==> config.mk <==
export PLATFORM = sky130hd
export DESIGN_NAME = spi_frame_arb_tx
export DESIGN_NICKNAME = d
export VERILOG_FILES = /design/src/rtl/spi_frame_arb_tx.sv
export SDC_FILE = /design/constraint.sdc
export NUM_CORES = 1
export LEC_CHECK = 0
export ABC_AREA = 1
export CAP_MARGIN = 20
export CELL_PAD_IN_SITES_DETAIL_PLACEMENT = 0
export CELL_PAD_IN_SITES_GLOBAL_PLACEMENT = 1
export CORE_UTILIZATION = 34
export DETAILED_ROUTE_END_ITERATION = 12
export PLACE_DENSITY = 0.92
export SLEW_MARGIN = 20
export SYNTH_ARGS = -nofsm -noshare
export SYNTH_HDL_FRONTEND = slang
export SYNTH_SLANG_ARGS = --single-unit
==> constraint.sdc <==
create_clock -name iclk -period 2.2 [get_ports iclk]
set_clock_uncertainty 0.05 [all_clocks]
set_input_delay 0.33 -clock iclk [delete_from_list [all_inputs] [get_ports iclk]]
set_output_delay 0.33 -clock iclk [all_outputs]
set_load 0.01 [all_outputs]
==> src/rtl/spi_frame_arb_tx.sv <==
// spi_frame_arb_tx: two-requester round-robin SPI master for 48-bit frames.
// Each frame is sent as 6 bytes (byte 0 = data[7:0] first), each byte MSB
// first, in SPI mode 0. One CS window covers the whole frame by default.
// Build option: define SPI_CS_PER_BYTE_EN to raise CS for GAP_CYC cycles
// after each of bytes 0-4, which gives one CS window per byte.
module spi_frame_arb_tx #(
  parameter int CLK_DIV = 2,   // iclk cycles per SCK half-period (>=1)
  parameter int GAP_CYC = 4    // CS-high cycles after a frame (>=1)
) (
  input  logic        iclk,
  input  logic        rst,
  input  logic        req0,
  input  logic [47:0] data0,
  output logic        ack0,
  input  logic        req1,
  input  logic [47:0] data1,
  output logic        ack1,
  output logic        busy,
  output logic        done,
  output logic        CS,
  output logic        SCK,
  output logic        MOSI
);

  // The one counter times SCK half-periods, LEAD/TRAIL and the CS-high gaps.
  localparam int CNT_MAX = (CLK_DIV > GAP_CYC) ? CLK_DIV : GAP_CYC;
  localparam int CNT_W   = (CNT_MAX > 1) ? $clog2(CNT_MAX) : 1;
  localparam logic [CNT_W-1:0] DIV_LAST = CNT_W'(CLK_DIV - 1);
  localparam logic [CNT_W-1:0] GAP_LAST = CNT_W'(GAP_CYC - 1);

  // S_BGAP is the CS-high gap between bytes. It is reachable only when
  // per-byte chip select is built in.
  typedef enum logic [2:0] {
    S_IDLE, S_LEAD, S_SHIFT, S_TRAIL, S_GAP, S_BGAP
  } state_t;

  state_t           r_state;
  logic             r_ptr;      // the side that wins when both request
  logic [47:0]      r_data;
  logic [CNT_W-1:0] r_cnt;
  logic [2:0]       r_bit;
  logic [2:0]       r_byte;
  logic             r_cs;
  logic             r_sck;
  logic             r_mosi;
  logic             r_ack0;
  logic             r_ack1;
  logic             r_busy;
  logic             r_done;

  logic             w_grant1;
  logic [47:0]      w_sel_data;
  logic             w_div_end;
  logic             w_gap_end;
  logic             w_last_bit;
  logic             w_last_byte;
  logic [5:0]       w_nxt_idx;

  // A lone request always wins. When both sides request, the pointer picks the winner.
  assign w_grant1    = req1 & (~req0 | r_ptr);
  assign w_sel_data  = w_grant1 ? data1 : data0;
  assign w_div_end   = (r_cnt == DIV_LAST);
  assign w_gap_end   = (r_cnt == GAP_LAST);
  assign w_last_bit  = (r_bit == 3'd7);
  assign w_last_byte = (r_byte == 3'd5);
  // The bit shown at this falling edge is {byte, 7-bit}. 7-bit is ~bit in 3 bits.
  // After bit 7 the next bit is the MSB of the following byte.
  assign w_nxt_idx   = w_last_bit ? {r_byte + 3'd1, 3'b111}
                                  : {r_byte, ~(r_bit + 3'd1)};

  assign ack0 = r_ack0;
  assign ack1 = r_ack1;
  assign busy = r_busy;
  assign done = r_done;
  assign CS   = r_cs;
  assign SCK  = r_sck;
  assign MOSI = r_mosi;

  // Frame FSM. It does arbitration, CS/SCK/MOSI sequencing and the ack, busy and done pulses.
  always_ff @(posedge iclk or posedge rst) begin
    if (rst) begin
      r_state <= S_IDLE;
      r_ptr   <= 1'b0;
      r_data  <= '0;
      r_cnt   <= '0;
      r_bit   <= '0;
      r_byte  <= '0;
      r_cs    <= 1'b1;
      r_sck   <= 1'b0;
      r_mosi  <= 1'b0;
      r_ack0  <= 1'b0;
      r_ack1  <= 1'b0;
      r_busy  <= 1'b0;
      r_done  <= 1'b0;
    end else begin
      r_ack0 <= 1'b0;
      r_ack1 <= 1'b0;
      r_done <= 1'b0;
      case (r_state)
        S_IDLE: begin
          if (req0 | req1) begin
            r_data  <= w_sel_data;
            r_ack0  <= ~w_grant1;
            r_ack1  <= w_grant1;
            // The pointer moves only on contention. It then points at the loser.
            if (req0 & req1) r_ptr <= ~w_grant1;
            r_busy  <= 1'b1;
            r_cs    <= 1'b0;
            r_sck   <= 1'b0;
            r_mosi  <= w_sel_data[7];
            r_cnt   <= '0;
            r_bit   <= '0;
            r_byte  <= '0;
            r_state <= S_LEAD;
          end
        end
        S_LEAD: begin
          if (w_div_end) begin
            r_cnt   <= '0;
            r_sck   <= 1'b1;
            r_state <= S_SHIFT;
          end else begin
            r_cnt <= r_cnt + 1'b1;
          end
        end
        S_SHIFT: begin
          if (!w_div_end) begin
            r_cnt <= r_cnt + 1'b1;
          end else begin
            r_cnt <= '0;
            if (r_sck) begin
              // Falling edge. This is the only place MOSI moves inside a window.
              r_sck <= 1'b0;
              if (!(w_last_bit && w_last_byte)) r_mosi <= r_data[w_nxt_idx];
            end else if (!w_last_bit) begin
              r_bit <= r_bit + 3'd1;
              r_sck <= 1'b1;
            end else begin
              r_bit <= '0;
`ifdef SPI_CS_PER_BYTE_EN
              r_state <= S_TRAIL;
`else
              if (w_last_byte) begin
                r_state <= S_TRAIL;
              end else begin
                r_byte <= r_byte + 3'd1;
                r_sck  <= 1'b1;
              end
`endif
            end
          end
        end
        S_TRAIL: begin
          if (w_div_end) begin
            r_cnt <= '0;
            r_cs  <= 1'b1;
`ifdef SPI_CS_PER_BYTE_EN
            if (w_last_byte) begin
              r_done  <= 1'b1;
              r_mosi  <= 1'b0;
              r_state <= S_GAP;
            end else begin
              r_byte  <= r_byte + 3'd1;
              r_state <= S_BGAP;
            end
`else
            r_done  <= 1'b1;
            r_mosi  <= 1'b0;
            r_state <= S_GAP;
`endif
          end else begin
            r_cnt <= r_cnt + 1'b1;
          end
        end
        S_GAP: begin
          if (w_gap_end) begin
            r_cnt   <= '0;
            r_busy  <= 1'b0;
            r_state <= S_IDLE;
          end else begin
            r_cnt <= r_cnt + 1'b1;
          end
        end
        S_BGAP: begin
          // MOSI already holds the next byte's MSB from the last falling edge.
          if (w_gap_end) begin
            r_cnt   <= '0;
            r_cs    <= 1'b0;
            r_state <= S_LEAD;
          end else begin
            r_cnt <= r_cnt + 1'b1;
          end
        end
        default: r_state <= S_IDLE;
      endcase
    end
  end

endmodule

Word-level counts from Yosys, hierarchy flattened:

Cells that the tools add are included.

* output and inout port bits: 7
* register bits: 67
* bits of input ports: 100
* word-level logic and storage cells: 116

* muxes and demuxes: 51
* bitwise logic cells: 7
* order comparisons: 1
* add/sub/neg operators: 3
* eq/ne operators: 21
* reduce and logical (&&, ||, !) cells: 20

Operators by type and width (count)
* 3-bit two-way mux: 17
* 48-bit two-way mux: 1
* 2-bit inequality test, second input constant: 12
* 1-bit two-way mux: 20
* 3-bit one-hot mux with 6 select lines: 1
* 3-bit == test, second input constant: 4
* 3-bit one-hot mux with 2 select lines: 2
* 4-bit AND reduction: 3
* 6-bit AND reduction: 2
* 3-bit nonzero test: 4
* 1-bit one-hot mux with 3 select lines: 3
* 9-bit AND reduction: 1
* 6-bit by 7-bit < comparator with 1-bit output, second input constant: 1
* 3-bit by 1-bit adder with 3-bit output, second input constant: 2
* 1-bit binary-select mux with 6-bit select: 1
* 3-bit by 2-bit == test with 1-bit output, second input constant: 2
* 2-bit two-way mux: 3
* 6-bit two-way mux: 1
* 2-bit one-hot mux with 3 select lines: 1
* 3-bit AND reduction: 2
* 2-bit AND reduction: 2
* 2-bit nonzero test: 2
* 3-bit by 1-bit == test with 1-bit output, second input constant: 1
* 3-bit zero test: 1
* 11 further kinds: 14

Logic depth before layout (Yosys ltp):

* depth after elaboration: 9
* mapped depth: 14
* depth with buffers taken out: 13

Worst setup path after synthesis:

Ideal clock, no wire load.

* path type: register -> register
* start point: register r_bit[0]
* end point: register r_mosi, in the netlist MOSI
* required time: 2077 ps
* slack: 215 ps
* cell stages (with the launch flop): 13
* arrival time: 1862 ps
* setup time: 73 ps
* period minus slack after synthesis: 1985 ps
* buffers on the path: 1
* cell sequence: dfrtp_1 -> ha_1 -> ha_1 -> nor2_4 -> buf_2 -> nand2_1 -> nand3_1 -> nand3_1 -> nand3_1 -> nand2_1 -> a21oi_2 -> nand3_1 -> a21oi_2

* word-level cells in the longest chain between the ends: 9
* elaborated cells on any way between the ends: 13
* those cells by class: 1 x add/sub; 2 x eq/ne; 7 x mux; 1 x bitwise; 2 x reduce/logical

RTL lines
* start: declaration: line 41 `logic [2:0] r_bit;`
* start signal: assignment: line 136 `r_bit <= r_bit + 3'd1;`
* 3-bit by 1-bit adder with 3-bit output: line 69 `: {r_byte, ~(r_bit + 3'd1)};`
* 3-bit inverter: line 69
* 6-bit two-way mux: line 68 `assign w_nxt_idx = w_last_bit ? {r_byte + 3'd1, 3'b111}`
* 1-bit binary-select mux with 6-bit select: line 134 `if (!(w_last_bit && w_last_byte)) r_mosi <= r_data[w_nxt_idx];`
* 1-bit two-way mux (not written as such): line 134
* 1-bit two-way mux: line 134
* 1-bit two-way mux: line 131 `if (r_sck) begin`
* 1-bit two-way mux: line 127 `if (!w_div_end) begin`
* 1-bit one-hot mux with 3 select lines: line 99 `case (r_state)`
* end signal: assignment: line 110 `r_mosi <= w_sel_data[7];`
* end signal: assignment: line 134
* end: declaration: line 45 `logic r_mosi;`

Several ways; a longest one is shown, not always the timed one. The select of a mux whose other input is x is not followed.
A chain may end at the register's enable or synchronous reset.

Worst setup path after layout:

Same ends and word-level chain as after synthesis.

==> flow_summary.yaml <==
cells_and_area:
  design_area_sq_um: 5230
  layout.nets: 712
  fillers: 1023
  layout-drive-gt1-share_pct: 7.88
  syn_to_final_growth_pct: 39.4
  finalNonFillerCells: 745
  antenna_cells: 0
worst_setup_path:
  crit_arrival_ps: 2200
  r2r_slack_ps: 190
  cp.required_ps: 2390
  max_stage_delay_ps: 440
  cp_cell_sequence: "ha_1, ha_4, nor2_4, buf_12, nand2_1, nand3_1, nand2_1, nand2_1, nand3_1, nand3_1, nand2_1, nand3_1, a21oi_2"
  critPathBufInv: 1
  crit_family: "simple AND/OR/NAND/NOR gates"
  end_kind: "flip-flop"
  crit_type: "flip-flop to flip-flop"
  crit_slowest_cell: "dfrtp_2"
  worstSetupStartpointType: "flip-flop"
  critPathMaxFanout: 26
cts:
  cts_resized: 0
  clockRootBuffer: "clkbuf_8"
  cts_made_buffers: 9
  clkTransAtPathRegs_ps: 70
  cts_buffer_depth: 2
  tritoncts: "built"
  clkSinkCount: 67
  post_cts_buffers: 0
  h-tree-depth: 3
  clk-insertion-delay-late_ps: 350
  cts_hold_buffers: 0
drt:
  wirelength_met1_um: 4110
  wl_per_cell_um: 12.8
  wl_met3_um: 401
  dr.pass1.iters: 4
  vias_per_cell: 4.87
  drt_iter0_drc: 147
  drc: 0
  routed_wl_um: 9560
  top_layer_used: "met4"
  routed-wl-met2_um: 4910
  drtAntennaViolNets: 0
  num_vias: 3627
sta:
  fin_crit_sh_pct: 91.3
  slew_viol_final: 0
  slew-limit-headroom_pct: 72.6
  fmax_mhz: 498
  worst_pin_slew_ps: 410
  timing.setup.tns_ps: 0
  hold_viol: 0
  rsz0062_at_grt: "false"
  setup_viol: 0
  post-route-min-period_ps: 2010
power:
  power_density_nw_per_um2: 1240
  peakVddDrop_mv: 0.471
  p_total_mw: 6.50
  power_leakage_nw: 2.35
outcome:
  status: "complete, no violations"
job:
  cap_violations: 0
grt:
  grt_pass1_wl_um: 16500
  antenna_found_initial: 0
  grt_remaining_overflow: 0
  grt_max_degree: 68
  grt_usage_pct: 18.2
  grt_pass1_vias: 3720
floorplan:
  io_pins: 107
  core-area_sq_um: 10500
  start_util_pct: 35.7
  rows: 37
  die_w_um: 107
  dieArea_sq_um: 11500
  die_h_um: 107
synth:
  avgSynthCellArea_sq_um: 7.48
  synth_top_area_cell: "dfrtp_1"
  synth_warnings: 0
  syn-num-nets: 610
  synth_area_leaders: "dfrtp_1 (44%), o21ai_0 (11%), nand2_1 (9.3%)"
  netlist_area_sq_um: 3750
  ys_seq_area_share_pct: 44.7
  synth_top_cell_area_share_pct: 44.0
  synth_cell_types: 34
  synthCells: 502
  ys_seq_elements: 67
placed_design:
  gp_congestion: 0.875
  numPortBuffers: 106
  dp.cells: 729
  dp_hpwl_um: 7320
  place_area_sq_um: 4990
hold_path:
  hold_class: "primary input to async pin"
per-stage QoR:
stage	setup slack (ps)	util, %	hold WS (ps)
3_5_place_dp	65.2	47.4	426
5_1_grt	26.8	49.8	345
2_1_floorplan	138	-	403
3_3_place_gp	158	47.4	418
4_1_cts	35.5	49.5	330
6_report	192	49.8	313
state kept, by name, summed over array words and instances, names as in the netlist:
signal and flops:
SCK 1, r_cnt 2, r_bit 3, ack0 1, r_data 48, r_ptr 1
busy 1, ack1 1, MOSI 1, CS 1, r_state 3, done 1
r_byte 3
synth_stat cells (all sizes together):
cell and number:
clkbuf 12, dfstp 1, a311o 1, o22ai 26
or2 2, o211ai 1, nand3 36, o2111ai 1
nor3 5, o21ai 87, dfrtp 66, mux2i 1
inv 55, xnor2 2, nor2 68, nand2 95
o31ai 1, a311oi 1, ha 8, a21oi 17
o21bai 1, buf 14, a31oi 1
cell families (layout without fill, tap and decap cells):
logic type                 Yosys count  in the layout  synth area share [%]
and+or+nand+nor                    206            206                  22.8
muxes                                1              1                 0.267
AOI/OAI and AO/OA                  137            137                  20.1
buffers and inverters               81            188                  8.97
xor gates and xnor gates             2              2                 0.467
DFF                                 67             67                  44.7
adders and majority gates            8              8                  2.67
worst min-delay path, cell delays in order:
cell and delay [ps]:
clkdlybuf4s50_1 410, inv_2 70, buf_12 290
where the power goes:
group	switching (mW)	leakage, nW	total [mW]	internal (mW)
sequential	0.313	0.826	2.13	1.82
combinational	1.91	1.41	3.24	1.33
clock	0.480	0.106	1.12	0.640
worst paths after layout:
kind | from | endpoint | depth (start not counted)
max in group asynchronous | rst | CS | 3
setup reg to reg | r_bit[0] | MOSI | 13
hold / removal | rst | r_data[17] | 3
setup / recovery | r_bit[0] | MOSI | 13
min in group iclk | CS | CS | 2
hold reg to reg | CS | CS | 2
cell type report:
| type | instances | area [sq um] | share of cell area (%) |
|---|---|---|---|
| well taps | 136 | 170 | 3.25 |
| clock buffers | 10 | 128 | 2.44 |
| multi-input cells | 354 | 1770 | 33.9 |
| clock inverters | 6 | 90.1 | 1.72 |
| inverters | 55 | 209 | 3.99 |
| repair buffers | 117 | 1180 | 22.6 |
| flip-flops and latches | 67 | 1680 | 32.1 |
layout by cell type, fill, tap and decap left out, drive strengths merged, types with 2 or more instances in the layout:
cell and count:
clkdlybuf4s50 106, nand2 95, o21ai 87, nor2 68, dfrtp 66, inv 55
nand3 36, o22ai 26, a21oi 17, buf 11, clkbuf 10, ha 8
nor3 5, clkinv 3, xnor2 2, or2 2, bufinv 2
routing by layer:
metal	vias up	track usage (%)
met4	0	6.07
met2	84	33.5
met5	-	0
met1	1666	21.1
li1	1866	-
met3	11	3.22
Power figures use the tool's default switching activity.
